===== src/rtl/md_issue_ctrl.sv =====
// Initiator side of the XALU Start/Busy/HI/LO handshake for md-class ops.
// Launches ops, stalls the pipeline on conflicts, returns mfhi/mflo data, and runs a watchdog.
module md_issue_ctrl #(
   parameter int TIMEOUT = 16,
   parameter int OPW     = 4
) (
   input  logic           Clock,
   input  logic           Reset,
   input  logic           ReqValid,
   input  logic [OPW-1:0] ReqOp,
   input  logic [31:0]    ReqA,
   input  logic [31:0]    ReqB,
   output logic           Stall,
   output logic           RdValid,
   output logic [31:0]    RdData,
   output logic           Err,
   output logic [1:0]     Start,
   output logic [2:0]     XALUOp,
   output logic [31:0]    RD1,
   output logic [31:0]    RD2,
   input  logic           Busy,
   input  logic [31:0]    HI,
   input  logic [31:0]    LO
);

   typedef enum logic [1:0] {
      S_IDLE   = 2'd0,
      S_LAUNCH = 2'd1,
      S_WAIT   = 2'd2
   } state_t;

   localparam int CW = $clog2(TIMEOUT + 1);
   localparam logic [CW-1:0]  CNT_MAX = CW'(TIMEOUT);
   localparam logic [OPW-1:0] OP_MTHI = OPW'(4);
   localparam logic [OPW-1:0] OP_MTLO = OPW'(5);
   localparam logic [OPW-1:0] OP_MFHI = OPW'(6);
   localparam logic [OPW-1:0] OP_MFLO = OPW'(7);

   state_t        state_q, state_n;
   logic [1:0]    start_q, start_n;
   logic [2:0]    xop_q, xop_n;
   logic [31:0]   rd1_q, rd1_n;
   logic [31:0]   rd2_q, rd2_n;
   logic          rdv_q, rdv_n;
   logic [31:0]   rdd_q, rdd_n;
   logic          md_q, md_n;
   logic [CW-1:0] cnt_q, cnt_n;
   logic          err_q, err_n;

   logic is_md, is_mt, is_mf, is_nop, accept;

   assign is_md  = (ReqOp < OP_MTHI);
   assign is_mt  = (ReqOp == OP_MTHI) || (ReqOp == OP_MTLO);
   assign is_mf  = (ReqOp == OP_MFHI) || (ReqOp == OP_MFLO);
   assign is_nop = !(is_md || is_mt || is_mf);

   // Nothing can be accepted while reset is held, so the stall is masked then too.
   assign Stall  = !Reset && ReqValid && !is_nop && ((state_q != S_IDLE) || Busy);
   assign accept = ReqValid && !Stall && !is_nop;

   always_comb begin
      state_n = state_q;
      start_n = start_q;
      xop_n   = xop_q;
      rd1_n   = rd1_q;
      rd2_n   = rd2_q;
      rdv_n   = 1'b0;
      rdd_n   = rdd_q;
      md_n    = md_q;
      cnt_n   = cnt_q;
      err_n   = err_q;
      case (state_q)
         S_IDLE: begin
            if (accept && (is_md || is_mt)) begin
               start_n = is_md ? 2'd1 : 2'd2;
               xop_n   = ReqOp[2:0];
               rd1_n   = ReqA;
               rd2_n   = ReqB;
               md_n    = is_md;
               state_n = S_LAUNCH;
            end else if (accept && is_mf) begin
               rdv_n = 1'b1;
               rdd_n = ReqOp[0] ? LO : HI;
            end else if (Busy) begin
               state_n = S_WAIT;
            end
         end
         S_LAUNCH: begin
            start_n = 2'd0;
            rd1_n   = 32'd0;
            rd2_n   = 32'd0;
            state_n = md_q ? S_WAIT : S_IDLE;
         end
         S_WAIT: begin
            if (Busy) begin
               // Saturate so a hung unit cannot wrap the counter back below the limit.
               cnt_n = (cnt_q == CNT_MAX) ? cnt_q : cnt_q + 1'b1;
               if (cnt_n == CNT_MAX) begin
                  err_n = 1'b1;
               end
            end else begin
               cnt_n   = '0;
               state_n = S_IDLE;
            end
         end
         default: begin
            state_n = S_IDLE;
         end
      endcase
   end

   always_ff @(posedge Clock) begin
      if (Reset) begin
         state_q <= S_IDLE;
         start_q <= 2'd0;
         xop_q   <= 3'd0;
         rd1_q   <= 32'd0;
         rd2_q   <= 32'd0;
         rdv_q   <= 1'b0;
         rdd_q   <= 32'd0;
         md_q    <= 1'b0;
         cnt_q   <= '0;
         err_q   <= 1'b0;
      end else begin
         state_q <= state_n;
         start_q <= start_n;
         xop_q   <= xop_n;
         rd1_q   <= rd1_n;
         rd2_q   <= rd2_n;
         rdv_q   <= rdv_n;
         rdd_q   <= rdd_n;
         md_q    <= md_n;
         cnt_q   <= cnt_n;
         err_q   <= err_n;
      end
   end

   assign Start   = start_q;
   assign XALUOp  = xop_q;
   assign RD1     = rd1_q;
   assign RD2     = rd2_q;
   assign RdValid = rdv_q;
   assign RdData  = rdd_q;
   assign Err     = err_q;

endmodule


===== config.mk =====
export PLATFORM = sky130hd
export DESIGN_NAME = md_issue_ctrl
export DESIGN_NICKNAME = d
export VERILOG_FILES = /design/src/rtl/md_issue_ctrl.sv
export SDC_FILE = /design/constraint.sdc
export NUM_CORES = 1
export LEC_CHECK = 0
export BUFFER_PORTS_ARGS = -buffer_cell sky130_fd_sc_hd__buf_4
export CORE_MARGIN = 2
export CORE_UTILIZATION = 39
export CTS_CLUSTER_SIZE = 30
export DETAILED_ROUTE_END_ITERATION = 8
export PLACE_DENSITY = 0.74
export SETUP_SLACK_MARGIN = 0.4
export SLEW_MARGIN = 0
export SYNTH_ARGS = -nofsm -noshare
export SYNTH_HDL_FRONTEND = slang
export SYNTH_SLANG_ARGS = --single-unit

===== constraint.sdc =====
create_clock -name Clock -period 2 [get_ports Clock]
set_clock_uncertainty 0.1 [all_clocks]
set_input_delay 0.1 -clock Clock [delete_from_list [all_inputs] [get_ports Clock]]
set_output_delay 0.1 -clock Clock [all_outputs]
set_load 0.005 [all_outputs]

==> impl_metrics.json <==
{
  "peakVddDrop_mv": 0.3109,
  "setup_viol": 78,
  "reg2reg_from": "state_q[1]$_SDFFE_PP0P_",
  "synth_top_area_share_pct": 54.63,
  "clk_transition_reported_paths_ns": 0.11,
  "grt_pass1_wl_um": 22970,
  "worstPathArrival_ns": 2.31,
  "grt_start_max_net_pins": 66,
  "critical_path.startpoint_type": "flop",
  "synth_fa_ha_area_share_pct": 0.6152,
  "post-route-util_pct": 75.74,
  "fillers": 596,
  "synth-xor-area-share_pct": 0.6460,
  "rr_endpoint": "RD1[31]$_SDFFE_PP0P_",
  "final_hold_viol_count": 0,
  "setup_ws_ns": -0.1032,
  "io_pins": 240,
  "power_density_nw_per_um2": 562.1,
  "slowest_stage": "or4b_4",
  "yosys.area.top_type": "dfxtp_1",
  "dieArea_um2": 11260,
  "grt-ovfl-total": 0,
  "clockRootBuffer": "clkbuf_8",
  "holdPathStages": 3,
  "r2r_setup_slack_ns": -0.10,
  "layout.nets": 871,
  "portBuffers": 239,
  "grt_pass1_vias": 4582,
  "area_growth_pct": 90.50,
  "max_slew_margin_pct": 60.17,
  "antenna_left": 0,
  "clockBufferDepth": 2,
  "crit_fanout": 29,
  "rr_worst_depth": 5,
  "antenna_found_initial": 1,
  "violations": "negative setup slack",
  "p_leak_nw": 3.554,
  "synth_mux_area_share_pct": 9.105,
  "std_cell_rows": 37,
  "postSynthAreaPerCell_um2": 11.14,
  "vias": 4472,
  "cts_buffers": 9,
  "synth_top_family_by_area": "compound AO/OA/AOI/OAI gates",
  "path_cells": "or4b_4 -> or4b_4 -> nor2_8 -> buf_12 -> a22o_1",
  "dr.pass1.iters": 5,
  "yosys_register_bits": 111,
  "initial_core_util_pct": 39.76,
  "synth_most_common_cell": "dfxtp_1",
  "max_freq_mhz": 475.5,
  "drive_gt1_share_pct": 41.60,
  "cts_sinks": 111,
  "place_congestion": 0.7751,
  "worstPathRequired_ns": 2.21,
  "min_path_type": "input port to flop",
  "worstSetupPathType": "flop to flop",
  "wire_per_inst_um": 17.60,
  "wl_um": 15400,
  "syn_nets": 503,
  "async_flop_share_pct": 0,
  "critPathMaxStageDelay_ns": 0.59,
  "end_kind": "flop",
  "synthFlopType": "dfxtp_1",
  "synth_cells": 365,
  "totalPowerFinal_mw": 4.356,
  "maxCapViolations": 0,
  "coreArea_um2": 10230,
  "fp.dieW_um": 106.1,
  "cts_htree_levels": 3,
  "status": "finished with violations",
  "yosys.area_share.simple_pct": 8.459,
  "cp_common_cell": "or4b_4",
  "insertion_delay_ns": 0.36,
  "synth_compound_area_share_pct": 21.69,
  "drc_errors": 0,
  "dp_hpwl_um": 8368,
  "netlist_area_um2": 4068,
  "drv_slew": 0,
  "tightest_slew_ns": 0.5975,
  "tns_ns": -4.656,
  "post-route-period-util_pct": 105.2,
  "ys_seq_area_share_pct": 54.63,
  "die_h_um": 106.1,
  "period_needed_ns": 2.103,
  "hold_end": "RdData[26]$_SDFFE_PP0P_",
  "ys_types": 35,
  "synth-warning-count": 0,
  "routed_via_density": 5.111,
  "rsz0062_at_grt": "yes",
  "synth_edf_count": 0,
  "synthTopCellsByCount": "111 x dfxtp_1, 65 x a22o_1, 39 x nor2_1, 37 x mux2i_1, 32 x a211oi_1",
  "cts_tree": "done",
  "synth_area_leaders": "dfxtp_1 55%, a22o_1 14%, mux2i_1 9.1%",
  "min_from": "LO[26]",
  "drt_first_iter_violations": 222,
  "track_usage_pct": 25.87
}
## sequential cells by signal (all words and copies together) (netlist names)
signal,flops
Err,1
RD1,32
RD2,32
RdData,32
RdValid,1
Start,2
XALUOp,3
cnt_q,5
md_q,1
state_q,2
## cell families (layout without fill, tap and decap cells)
| kind of cell | after synthesis | after routing |
|---|---|---|
| DFF | 111 | 111 |
| AOI/OAI and AO/OA | 109 | 109 |
| and+or+nand+nor | 68 | 68 |
| muxes | 37 | 37 |
| buffers and inverters | 35 | 408 |
| xor gates and xnor gates | 3 | 3 |
| adders and majority gates | 2 | 2 |
| other | 0 | 1 |
## metrics by stage
| step | std cells | setup slack [ns] | area (um2) | hold slack, ns |
|---|---|---|---|---|
| 6_report | 875 | -0.1032 | 7749 | 0.003464 |
| 5_1_grt | 875 | -0.1712 | 7749 | 0.004423 |
| 4_1_cts | 865 | -0.09627 | 7535 | 0.0006987 |
| 3_5_place_dp | 723 | -0.1733 | 6012 | 0.2136 |
| 3_3_place_gp | 723 | -0.1262 | 6012 | 0.2051 |
| 2_1_floorplan | 365 | -0.1312 | 4070 | 0.1215 |
## worst max-delay path: cells and delay by family (launching register included)
kind                   cells  cell delay (ns)
buffers and inverters      1             0.19
flip-flops                 1             0.33
AO/OA/AOI/OAI              1             0.17
AND/OR/NAND/NOR            3             1.26
## power breakdown
| part | switching [mW] | internal, mW | total (mW) |
|---|---|---|---|
| registers | 0.0301 | 2.26 | 2.29 |
| logic | 0.277 | 0.504 | 0.781 |
| clock network | 0.781 | 0.506 | 1.29 |
## what timing repair did
item	CTS	global route
hold buffers	118	1
buffers inserted	5	5
endpoints found under the hold margin	105	1
cloned	3	3
pin swaps	5	9
gates resized for setup	10	22
setup endpoints to repair	106	107
## layout by cell type (no fill, tap or decap), types with 2 or more instances in the layout
| cell type | synthesis | final |
|---|---|---|
| inv_1 | 4 | 2 |
| or4b_4 | 1 | 2 |
| inv_6 | 0 | 3 |
| xnor2_1 | 2 | 2 |
| clkbuf_16 | 0 | 2 |
| nor2b_1 | 2 | 2 |
| buf_16 | 0 | 2 |
| dfxtp_1 | 111 | 107 |
| a211oi_2 | 0 | 2 |
| clkbuf_8 | 0 | 10 |
| a21oi_1 | 7 | 5 |
| clkinv_4 | 0 | 2 |
| nand2b_1 | 3 | 3 |
| buf_4 | 0 | 254 |
| ha_4 | 0 | 2 |
| nand2_1 | 5 | 5 |
| a211oi_1 | 32 | 30 |
| dlygate4sd3_1 | 0 | 119 |
| nor2_1 | 39 | 39 |
| nor3_4 | 0 | 2 |
| dfxtp_2 | 0 | 3 |
| nand3_1 | 6 | 5 |
| mux2i_1 | 37 | 37 |
| a22o_1 | 65 | 65 |
| buf_12 | 0 | 3 |
| buf_6 | 1 | 5 |
| buf_8 | 5 | 2 |
## how the worst max path moves through the flow
stage	startpoint	endpoint	slack, ns	cells after the start
finish	state_q[1]$_SDFFE_PP0P_	RD1[31]$_SDFFE_PP0P_	-0.10	5
global route	state_q[1]$_SDFFE_PP0P_	RdData[19]$_SDFFE_PP0P_	-0.17	7
CTS	state_q[1]$_SDFFE_PP0P_	RD2[29]$_SDFFE_PP0P_	-0.1	5
detailed placement	state_q[1]$_SDFFE_PP0P_	RD2[4]$_SDFFE_PP0P_	-0.17	5
global placement	state_q[1]$_SDFFE_PP0P_	RD2[4]$_SDFFE_PP0P_	-0.13	5
floorplan	state_q[1]$_SDFFE_PP0P_	RD1[0]$_SDFFE_PP0P_	-0.13	7
## metal layers
layer	GRT usage, %	vias to the layer above	share of wire [%]
li1	-	2084	-
met1	28.38	2115	37
met2	46.61	231	52
met3	6.622	42	8.0
met4	11.75	0	2.9
met5	0	-	0
## final cells by class
| type | instances | area [um2] | area share [%] |
|---|---|---|---|
| repair buffers | 388 | 3382 | 43.65 |
| flip-flops and latches | 111 | 2230 | 28.77 |
| multi-input cells | 219 | 1758 | 22.69 |
| well taps | 136 | 170.2 | 2.196 |
| clock buffers | 10 | 137.6 | 1.776 |
| clock inverters | 6 | 51.30 | 0.6620 |
| inverters | 4 | 17.52 | 0.2261 |
| diodes | 1 | 2.502 | 0.03229 |
No activity file was read; power rests on OpenSTA's default activity.
